### config.mk
export PLATFORM = sky130hd
export DESIGN_NAME = cla_select_pipe_adder
export DESIGN_NICKNAME = d
export VERILOG_FILES = /design/src/rtl/adder_pkg.sv /design/src/rtl/block_gp_select.sv /design/src/rtl/cla_select_pipe_adder.sv
export SDC_FILE = /design/constraint.sdc
export NUM_CORES = 1
export LEC_CHECK = 0
export CORE_MARGIN = 2
export CORE_UTILIZATION = 45
export CTS_CLUSTER_SIZE = 40
export DETAILED_ROUTE_END_ITERATION = 10
export PLACE_DENSITY_LB_ADDON = 0.05
export SLEW_MARGIN = 20
export SYNTH_ARGS = -nofsm -noshare
export SYNTH_HDL_FRONTEND = slang
export SYNTH_SLANG_ARGS = --single-unit
### constraint.sdc
create_clock -name clk -period 5.6 [get_ports clk]
set_input_delay 0.56 -clock clk [delete_from_list [all_inputs] [get_ports clk]]
set_output_delay 0.56 -clock clk [all_outputs]
set_load 0.03 [all_outputs]
### src/rtl/adder_pkg.sv
// Shared types and constants for the pipelined carry-lookahead / carry-select adder.
package adder_pkg;

  localparam int unsigned DefWidth = 16;
  localparam int unsigned DefBlock = 4;
  localparam int unsigned MaxBlock = 8;

  // Per-block stage-1 slice; sum fields sized for the widest legal block.
  typedef struct packed {
    logic                g;
    logic                p;
    logic [MaxBlock-1:0] s0;
    logic [MaxBlock-1:0] s1;
    logic                c0;
    logic                c1;
  } blk_slice_t;

  function automatic int nblocks(input int unsigned width, input int unsigned block);
    return int'(width / block);
  endfunction

endpackage

### src/rtl/block_gp_select.sv
// One carry-select block: group generate/propagate plus both conditional sums and carries.
module block_gp_select
  import adder_pkg::*;
#(
  parameter int unsigned BLOCK = DefBlock
) (
  input  logic [BLOCK-1:0] a,
  input  logic [BLOCK-1:0] bb,
  output blk_slice_t       slice
);

  logic [BLOCK-1:0] g;
  logic [BLOCK-1:0] p;
  logic             c_zero;
  logic             c_one;

  assign g = a & bb;
  assign p = a ^ bb;

  always_comb begin
    slice  = '0;
    c_zero = 1'b0;
    c_one  = 1'b1;
    for (int i = 0; i < int'(BLOCK); i++) begin
      slice.s0[i] = p[i] ^ c_zero;
      slice.s1[i] = p[i] ^ c_one;
      c_zero      = g[i] | (p[i] & c_zero);
      c_one       = g[i] | (p[i] & c_one);
    end
    // Carry-out with carry-in 0 is exactly the group generate.
    slice.g  = c_zero;
    slice.p  = &p;
    slice.c0 = c_zero;
    slice.c1 = c_one;
  end

endmodule

### src/rtl/cla_select_pipe_adder.sv
// Two-stage adder-subtractor: stage 1 registers block G/P and conditional sums,
// stage 2 resolves block carries by two-level lookahead and selects the sum.
module cla_select_pipe_adder
  import adder_pkg::*;
#(
  parameter int unsigned WIDTH = DefWidth,
  parameter int unsigned BLOCK = DefBlock
) (
  input  logic             clk,
  input  logic             rst,
  input  logic             in_valid,
  output logic             in_ready,
  input  logic [WIDTH-1:0] a,
  input  logic [WIDTH-1:0] b,
  input  logic             ci,
  input  logic             sub,
  output logic             out_valid,
  input  logic             out_ready,
  output logic [WIDTH-1:0] sum,
  output logic             co,
  output logic             ovf
);

  localparam int NB = nblocks(WIDTH, BLOCK);

  if ((WIDTH % BLOCK) != 0 || BLOCK < 2 || BLOCK > MaxBlock) begin : g_param_check
    $error("cla_select_pipe_adder: WIDTH must be a multiple of BLOCK, BLOCK in 2..8");
  end

  logic [WIDTH-1:0] bb;
  logic             c0;
  blk_slice_t       slice_d [NB];

  assign bb = sub ? ~b : b;
  assign c0 = sub | ci;

  for (genvar k = 0; k < NB; k++) begin : g_blk
    block_gp_select #(
      .BLOCK(BLOCK)
    ) u_blk (
      .a    (a[k*BLOCK +: BLOCK]),
      .bb   (bb[k*BLOCK +: BLOCK]),
      .slice(slice_d[k])
    );
  end

  logic       v1_q, v2_q;
  logic       adv1, adv2;
  blk_slice_t s1_q [NB];
  blk_slice_t s2_q [NB];
  logic       c0_1q, amsb_1q, bbmsb_1q;
  logic       c0_2q, amsb_2q, bbmsb_2q;

  assign adv2      = !v2_q || out_ready;
  assign adv1      = !v1_q || adv2;
  assign in_ready  = adv1;
  assign out_valid = v2_q;

  always_ff @(posedge clk or posedge rst) begin
    if (rst) begin
      v1_q     <= 1'b0;
      v2_q     <= 1'b0;
      c0_1q    <= 1'b0;
      amsb_1q  <= 1'b0;
      bbmsb_1q <= 1'b0;
      c0_2q    <= 1'b0;
      amsb_2q  <= 1'b0;
      bbmsb_2q <= 1'b0;
      for (int k = 0; k < NB; k++) begin
        s1_q[k] <= '0;
        s2_q[k] <= '0;
      end
    end else begin
      if (adv1) begin
        v1_q     <= in_valid;
        c0_1q    <= c0;
        amsb_1q  <= a[WIDTH-1];
        bbmsb_1q <= bb[WIDTH-1];
        for (int k = 0; k < NB; k++) s1_q[k] <= slice_d[k];
      end
      if (adv2) begin
        v2_q     <= v1_q;
        c0_2q    <= c0_1q;
        amsb_2q  <= amsb_1q;
        bbmsb_2q <= bbmsb_1q;
        for (int k = 0; k < NB; k++) s2_q[k] <= s1_q[k];
      end
    end
  end

  logic [NB:0] cin;
  logic        term;
  logic        prod;

  // Each block carry is an independent sum of products over G/P and c0: no ripple.
  always_comb begin
    cin    = '0;
    term   = 1'b0;
    prod   = 1'b0;
    cin[0] = c0_2q;
    for (int k = 0; k < NB; k++) begin
      prod = c0_2q;
      for (int m = 0; m <= k; m++) prod = prod & s2_q[m].p;
      term = prod;
      for (int j = 0; j <= k; j++) begin
        prod = s2_q[j].g;
        for (int m = j + 1; m <= k; m++) prod = prod & s2_q[m].p;
        term = term | prod;
      end
      cin[k+1] = term;
    end
  end

  always_comb begin
    sum = '0;
    for (int k = 0; k < NB; k++) begin
      sum[k*BLOCK +: BLOCK] = cin[k] ? s2_q[k].s1[BLOCK-1:0] : s2_q[k].s0[BLOCK-1:0];
    end
  end

  assign co  = cin[NB-1] ? s2_q[NB-1].c1 : s2_q[NB-1].c0;
  assign ovf = (amsb_2q == bbmsb_2q) && (sum[WIDTH-1] != amsb_2q);

endmodule

==> impl_metrics.toml <==
[clock_network]
post_cts_resized = 0
cts_buffers = 9
cts.hold.buffers_added = 0
cts_sinks = 88
clk_pin_slew_ps = 80
post_cts_buffers = 0
clock_latency_ps = 350
h-tree-depth = 3
cts_tree = "yes"
clockBufferDepth = 2
cts-root-buf = "clkbuf_8"

[global_routing]
grtUsageTotal_pct = 17.3
gr-total-overflow = 0
grt_pass1_vias = 3118
grt_pass1_wl_mm = 14.8
antenna_found_initial = 0
grt_start_max_net_pins = 65

[route]
drt-pass1-iter-count = 4
wl_met3_microns = 280
postRouteAntennaNets = 0
via_per_inst = 4.63
wl_per_cell_microns = 12.9
wl_met1_mm = 4.00
dr.max_layer_used = "met4"
vias = 3011
drt_first_iter_violations = 119
wl_met2_mm = 3.97
routed_wl_mm = 8.39
drc_errors = 0

[cells_and_area]
drive_above_1_share_pct = 8.49
final_cells = 651
num-nets-final = 590
antenna_cells = 0
area_growth_pct = 19.5

[synth]
async_flop_share_pct = 100
synth_seq_cells = 88
synth_xor_area_share_pct = 3.72
synth.distinct_cells = 27
ys_top_cells_by_area = "dfrtp_1 49%, nand2_1 15%, fa_1 9.4%, ha_1 4.8%, mux2_2 4.3%"
synth.area.mux_share_pct = 4.84
synth-simple-area-share_pct = 18.2
synth_edf_count = 0
synth_fa_ha_area_share_pct = 14.2
synth_top_area_share_pct = 49.3
synth_cells = 463
syn-mean-instance-area_sq_um = 9.66
synthFlopType = "dfrtp_1"
syn_nets = 539
synth_most_common_cell = "nand2_1"
synthesis.area_sq_mm = 0.00447
synth_top_area_cell = "dfrtp_1"
synth_top_family_by_area = "simple AND/OR/NAND/NOR gates"
synth-compound-area-share_pct = 4.37
ys_top_cells_by_count = "180 x nand2_1, 88 x dfrtp_1, 33 x inv_1"
yosysWarnings = 0
synth-seq-area-share_pct = 49.3

[critical_path]
crit_type = "in -> out"
slowest_stage = "clkdlybuf4s50_1"
slowest_delay_ps = 790
crit_path_cell_trace = "clkdlybuf4s50_1 -> nor2b_2 -> buf_4 -> and2_1 -> inv_4 -> clkdlybuf4s50_1"
cp_common_cell = "clkdlybuf4s50_1"
cp_max_fo = 64
critPathCaptureType = "primary output"
startpoint_type = "input pin"
cp.required_ps = 5040
crit_buf_inv = 4
critical_path.top_delay_family = "buffers and inverters"
cp.arrival_ps = 2900

[floorplanning]
num_rows = 36
num_io_pins = 58
fp.dieH_microns = 104
start_util_pct = 45.9
core_sq_mm = 0.00973
die_w_microns = 104
die_area_sq_mm = 0.0107

[timing]
hold_viol_final = 0
slew_violations = 0
timing.final.crit_share_pct = 61.8
finClkSkew_ps = 6.21
worst_slew_pin_slew_ps = 674
rsz0062_at_grt = "no"
setup_violations = 0
max_freq_mhz = 289
slew_headroom_pct = 55.0
fin_setup_tns_ps = 0
period_needed_ps = 3460

[hold_path]
hold_path.class = "reg -> reg"

[job]
drv_cap = 0

[power_and_ir_drop]
power_leakage_nw = 2.64
power.density_mw_per_mm2 = 349
peakVddDrop_mv = 0.176

[place]
portBuffers = 57
hpwl_mm = 5.83
place_congestion = 0.747
place_inst = 636

[status]
status = "finished clean"
final cells by class:
cell class                 count  area (sq um)
multi-input combinational    319          2030
sequential                    88          2200
tap                          133           166
fill                         924          4390
clock inverter                 2          37.5
inverter                      34           131
timing repair buffer          62           608
clock buffer                  13           169
worst register-to-register path: cells and delay by family (launching register included):
| kind | cells | cell delay (ps) |
|---|---|---|
| flip-flops | 1 | 400 |
| multiplexers | 1 | 410 |
| AND/OR/NAND/NOR | 2 | 440 |
| buffers and inverters | 2 | 710 |
kinds of logic after synthesis:
kind of cell / Yosys count
simple gates: 211
flops: 88
buf+inv: 56
fa+ha+maj: 38
compound gates: 32
xor+xnor: 19
mux: 19
registers in the layout, indices dropped and copies added, names as in the netlist:
| name | cells |
|---|---|
| s2_q | 40 |
| bbmsb_1q | 1 |
| bbmsb_2q | 1 |
| amsb_1q | 1 |
| amsb_2q | 1 |
| c0_1q | 1 |
| c0_2q | 1 |
| v1_q | 1 |
| s1_q | 40 |
| out_valid | 1 |
power by group:
group          switching (W)  total, W  internal, W  leakage (nW)
registers          0.0000764  0.000850     0.000773          1.05
clock network       0.000218  0.000459     0.000241         0.102
logic               0.000306  0.000554     0.000247          1.49
total               0.000601   0.00186      0.00126          2.64
layout by cell type (no fill, tap or decap), drive strengths merged:
master and n:
ha 17, o21a 2, nand2 180, nand2b 3, mux2 18, and2 1
a21oi 25, clkinvlp 1, dfrtp 88, o21ai 4, xnor2 2, buf 5
xor2 17, nor2b 1, fa 21, nor2 22, or2 1, nand4 3
clkdlybuf4s50 57, inv 33, mux2i 1, clkinv 1, a211o 1, clkbuf 13
bufinv 1
final timing paths:
| kind | end | startpoint | slack (ps) | depth (start not counted) |
|---|---|---|---|---|
| worst max-delay path | in_ready | out_ready | 2140 | 6 |
| worst min-delay path | out_valid | v1_q | 460 | 1 |
| worst max register to register | bbmsb_1q | out_valid | 3520 | 5 |
| worst min register to register | out_valid | v1_q | 460 | 1 |
| max in group asynchronous | s2_q[39] | rst | 3930 | 3 |
| min in group asynchronous | s2_q[13] | rst | 600 | 2 |
metal layers:
layer  vias to the layer above  global-route usage [%]
met5                         -                       0
met4                         0                    6.37
met3                        10                    2.71
met2                        49                    28.7
met1                      1440                    23.2
li1                       1512                       -
per-stage QoR:
stage / hold slack [ps] / area, sq um / total power, W / utilization [%] / setup slack [ps]
after floorplan: 425 / 4470 / 0.00123 / - / 2760
after detailed placement: 442 / 5140 / 0.00143 / 52.8 / 1950
after global placement: 443 / 5140 / 0.00141 / 52.8 / 2060
after CTS: 464 / 5340 / 0.00189 / 54.9 / 2130
final: 464 / 5340 / 0.00186 / 54.9 / 2140
after global routing: 496 / 5340 / 0.00199 / 54.9 / 2020
Power figures use the tool's default switching activity.
==> variant 1 (config.mk and constraints unchanged) <==
Change the package constant `DefWidth` from 16 to 32.
--- a/src/rtl/adder_pkg.sv
+++ b/src/rtl/adder_pkg.sv
@@ -3,3 +3,3 @@
 
-  localparam int unsigned DefWidth = 16;
+  localparam int unsigned DefWidth = 32;
   localparam int unsigned DefBlock = 4;
Ports: changed (resized a, b and sum); port bits go from 58 to 106. The function was not compared with the original's and may differ.
==> variant 1 against the unedited design <==
  * Synthesized cell count rose by 97%
  * Power increased by 120%
  * Setup slack worse by 0.12 ns
  * Register-to-register slack got worse by 0.03 ns
  * Synthesized area up 94%
  * Final area up 99%
  * Sequential cell count grew 80
  * Wire length increased by 110%
  * Largest power group unchanged
==> variant 1: results (changes against the unedited design) <==
RePlAce Congestion=0.7252 (-2.9%); Comb pwr share=27.4% (-2.3 points); root buffer cell=clkbuf_16; Die Wd=142.9 um (+38%); switching share of power=31.00% (-1.3 points); met1 WL=8356 um (+110%); area of the multi-input gates=4061 um^2 (+100%); largest net degree at the start of global routing=94 (+45%); max_slew headroom=34.96% (-20 points); clock buffer count from CTS=17 (+8); clk cell area share=6.279% (+2.4 points); critical path fanouts, max=7 (-89%); synth cell count leaders=nand2_1, dfrtp_1, inv_1; Final non-clock buffer share=10.34% (-1.0 points); Hold Startpoint=s2_q[104]$_DFFE_PP0P_; drt via density=4.627 (about the same); Clk. pwr=1330 uW (+190%); outcome=finished, final reports clean; Detailed Place HPWL=11640 um (+100%); reg2reg end=s1_q[105]$_DFFE_PP0P_; number of distinct library cells after synthesis=31 (+15%); register area=4204 um^2 (+91%); dominant cells by area after synthesis=dfrtp_1, nand2_1, fa_1; hold path endpoint=s2_q[104]$_DFFE_PP0P_; final net count=1152 (+95%); Seq/Total Area, Yosys=48.45% (-0.81 points); mux contribution to synthesized area=4.744% (-0.098 points); reg2reg path depth=6 (+1); vias in the first global route=6137 (+97%); global-route wire length before repair=30010 um (+100%); met1 Use GR=25.69% (+2.5 points); met2 wire len=8403 um (+110%); port bufs=105 (+84%)
## variant 1: cell count changes in the layout (fill, tap and decap cells not counted), sizes merged, moves of 15 or more
| cell | before | now |
|---|---|---|
| mux2 | 18 | 33 |
| a21oi | 25 | 44 |
| ha | 17 | 37 |
| nor2 | 22 | 42 |
| fa | 21 | 41 |
| dfrtp | 88 | 168 |
| xor2 | 17 | 38 |
| nand2 | 180 | 363 |
| inv | 33 | 68 |
| clkdlybuf4s50 | 57 | 104 |
## variant 1: through the flow
step / power [uW] / hold slack [ns] / instances / utilization (%)
detailed placement: 2803 / 0.4501 / 1245 / 52.86
floorplan: 2386 / 0.4246 / 914 / -
CTS: 4136 / 0.4645 / 1276 / 56.41
global route: 4342 / 0.4822 / 1276 / 56.41
finish: 4085 / 0.4609 / 1276 / 56.41
global placement: 2789 / 0.4457 / 1245 / 52.86
## variant 1: worst max-delay path, cell delays in order (launching register included)
cell	delay, ns
dfrtp_1	0.52
a21oi_4	0.34
o22ai_4	0.15
o22ai_4	0.28
mux2i_1	0.40
mux2i_1	0.23
clkdlybuf4s50_1	0.68
## variant 1: worst max-delay path by stage
stage | depth (start not counted) | to | startpoint | slack (ns)
after detailed placement | 11 | s1_q[73]$_DFFE_PP0P_ | sub | 2.29
final | 6 | ovf | c0_2q$_DFFE_PP0P_ | 2.03
after global routing | 6 | ovf | c0_2q$_DFFE_PP0P_ | 1.83
after CTS | 6 | ovf | c0_2q$_DFFE_PP0P_ | 1.91
after global placement | 11 | s1_q[53]$_DFFE_PP0P_ | sub | 2.37
after floorplan | 1 | amsb_1q$_DFFE_PP0P_ | rst | 0.49
==> variant 2 (config.mk and constraints unchanged) <==
Made on the original files. Reset style: synchronous (`rst`), changed in one clocked block.
--- a/src/rtl/cla_select_pipe_adder.sv
+++ b/src/rtl/cla_select_pipe_adder.sv
@@ -58,3 +58,3 @@
 
-  always_ff @(posedge clk or posedge rst) begin
+  always_ff @(posedge clk) begin
     if (rst) begin
Formal check against the unedited RTL: differs if rst is asserted again (counterexample within 4 cycles, from zero or initial values and one cycle with rst high); with rst held inactive, the same outputs for 10 cycles.
==> variant 2 against the unedited design <==
  * Final area decreased by 0.49%
  * Setup slack got worse by 0.027 ns
  * Wire length fell by 13%
  * Fmax is 0.77% lower
  * Clock skew is 0.0037 ns higher
  * Sequential share of layout area rose by 7.0 points
  * Critical path depth grew 3
  * Global-route usage is 1.8 points lower
  * Synthesized area is 1.7% lower
  * Sequential cell count is the same
  * Count of clock-buffer cells in the layout is 4 lower
Power is not compared: it rests on default switching activity, and its combinational part moved more than twofold at a synthesized area within 25%.
==> variant 2: results (changes against the unedited design) <==
met3 usage=4.136% (+1.4 points); drt via density=4.427 (-4.3%); Fill cells=832 (-10%); root buffer cell=clkbuf_8; met1 Use GR=22.99% (-0.18 points); dominant cells by area after synthesis=edfxtp_1, fa_1, and2_1; Seq/Total Area, Yosys=58.28% (+9.0 points); Cells after Synth=320 (-31%); critical path fanouts, max=17 (-73%); largest net degree at the start of global routing=41 (-37%); global-route wire length before repair=11940 um (-19%); clock tree buffer depth=2 (unchanged); drt first pass iters=4 (unchanged); clk_lat worst skew=roughly 0.36 ns; port bufs=57 (unchanged); RePlAce Congestion=0.7940 (+6.4%); Worst Clk Skew=0.009897 ns (+0.003691 ns); diode count=0 (unchanged); worst-margin pin slew=1.001 ns (+0.3270 ns); mean routed wirelength per cell=14.20 um (+10%); met2 GRT Util=22.02% (-6.6 points); All-Layer GR Usage=15.46% (-1.8 points); R2R Setup Slk=2.96 ns (-0.56 ns); vias in the first global route=2328 (-25%); Post-synth EDFFs=80 (+80); final net count=453 (-23%); Placed Instances=499 (-22%); Worst Path Arrival=3.60 ns (+0.70 ns); outcome=finished, final reports clean; Post-Syn Nets=396 (-27%); prevailing post-synth register cell=edfxtp_1; share of synthesized flip-flops with an asynchronous set or reset=0% (-100 points); layout cells sized above 1=10.73% (+2.2 points); Min Hold Slack=0.4735 ns (+0.009114 ns); Detailed Place HPWL=5144 um (-12%); number of distinct library cells after synthesis=27 (unchanged); synth cell count leaders=edfxtp_1, and2_1, inv_1; Hold/Removal Path Class=reg2reg; Starting DRT DRC Count=91 (-24%); placed inst area=5087 um^2 (-0.95%); post-route insts no fill=515 (-21%)
==> variant 2: cell count changes after synthesis, sizes merged, moves of 3 or more <==
cell,delta
a21oi,-17
and4,+3
edfxtp,+80
mux2i,+3
nand2,-177
o21ai,-3
and2,+53
nand4,-3
dfrtp,-88
nor2,+9
buf,-9
dfxtp,+8
==> variant 2: worst paths after layout <==
check | from | end | cells after the start
worst max-delay path | sub | s1_q[3][5]$_SDFFCE_PN0P_ | 9
worst min-delay path | c0_1q$_SDFFE_PP0P_ | c0_1q$_SDFFE_PP0P_ | 2
worst max register to register | out_valid$_SDFFE_PP0P_ | s1_q[2][4]$_SDFFCE_PN0P_ | 4
worst min register to register | c0_1q$_SDFFE_PP0P_ | c0_1q$_SDFFE_PP0P_ | 2
==> variant 2: report_power, final <==
part | switching, uW | internal (uW) | total [uW]
clock network | 238 | 255 | 493
registers | 20.4 | 797 | 817
logic | 140 | 129 | 269
total | 398 | 1180 | 1580
==> variant 2: logic make-up (layout without fill, tap and decap cells) <==
| group | Yosys count | count (layout) | synth area share, % |
|---|---|---|---|
| compound gates | 11 | 11 | 1.935 |
| xor+xnor | 19 | 19 | 3.785 |
| fa+ha+maj | 38 | 38 | 14.40 |
| buf+inv | 44 | 106 | 4.013 |
| flops | 88 | 88 | 58.28 |
| mux | 21 | 21 | 5.350 |
| simple gates | 99 | 99 | 12.24 |
==> variant 2: metrics by stage <==
stage | utilization [%] | setup slack, ns | power (uW)
after detailed placement | 52.78 | 1.738 | 1105
after global routing | 55.15 | 1.981 | 1657
final | 55.15 | 2.115 | 1580
after global placement | 52.78 | 1.827 | 1099
after floorplan | - | 2.569 | 997.7
after CTS | 55.11 | 2.125 | 1596
==> variant 2: cell type report <==
type / count / share of cell area, %
sequential: 88 / 48.20
timing repair buffer: 58 / 10.87
inverter: 32 / 2.259
multi-input combinational: 188 / 31.30
clock buffer: 9 / 2.330
clock inverter: 7 / 1.906
tap: 133 / 3.130
==> variant 2: metal layers <==
metal	vias up	share of wire (%)
met5	-	0
li1	1168	-
met2	57	42
met1	1042	50
met4	0	1.8
met3	13	5.3
==> variant 2: critical path, cell delays in order <==
cell and delay [ns]:
clkdlybuf4s50_1 1.09, xor2_1 0.29, inv_1 0.08, ha_1 0.20
fa_1 0.38, fa_1 0.36, inv_1 0.08, fa_1 0.41
and2_1 0.14
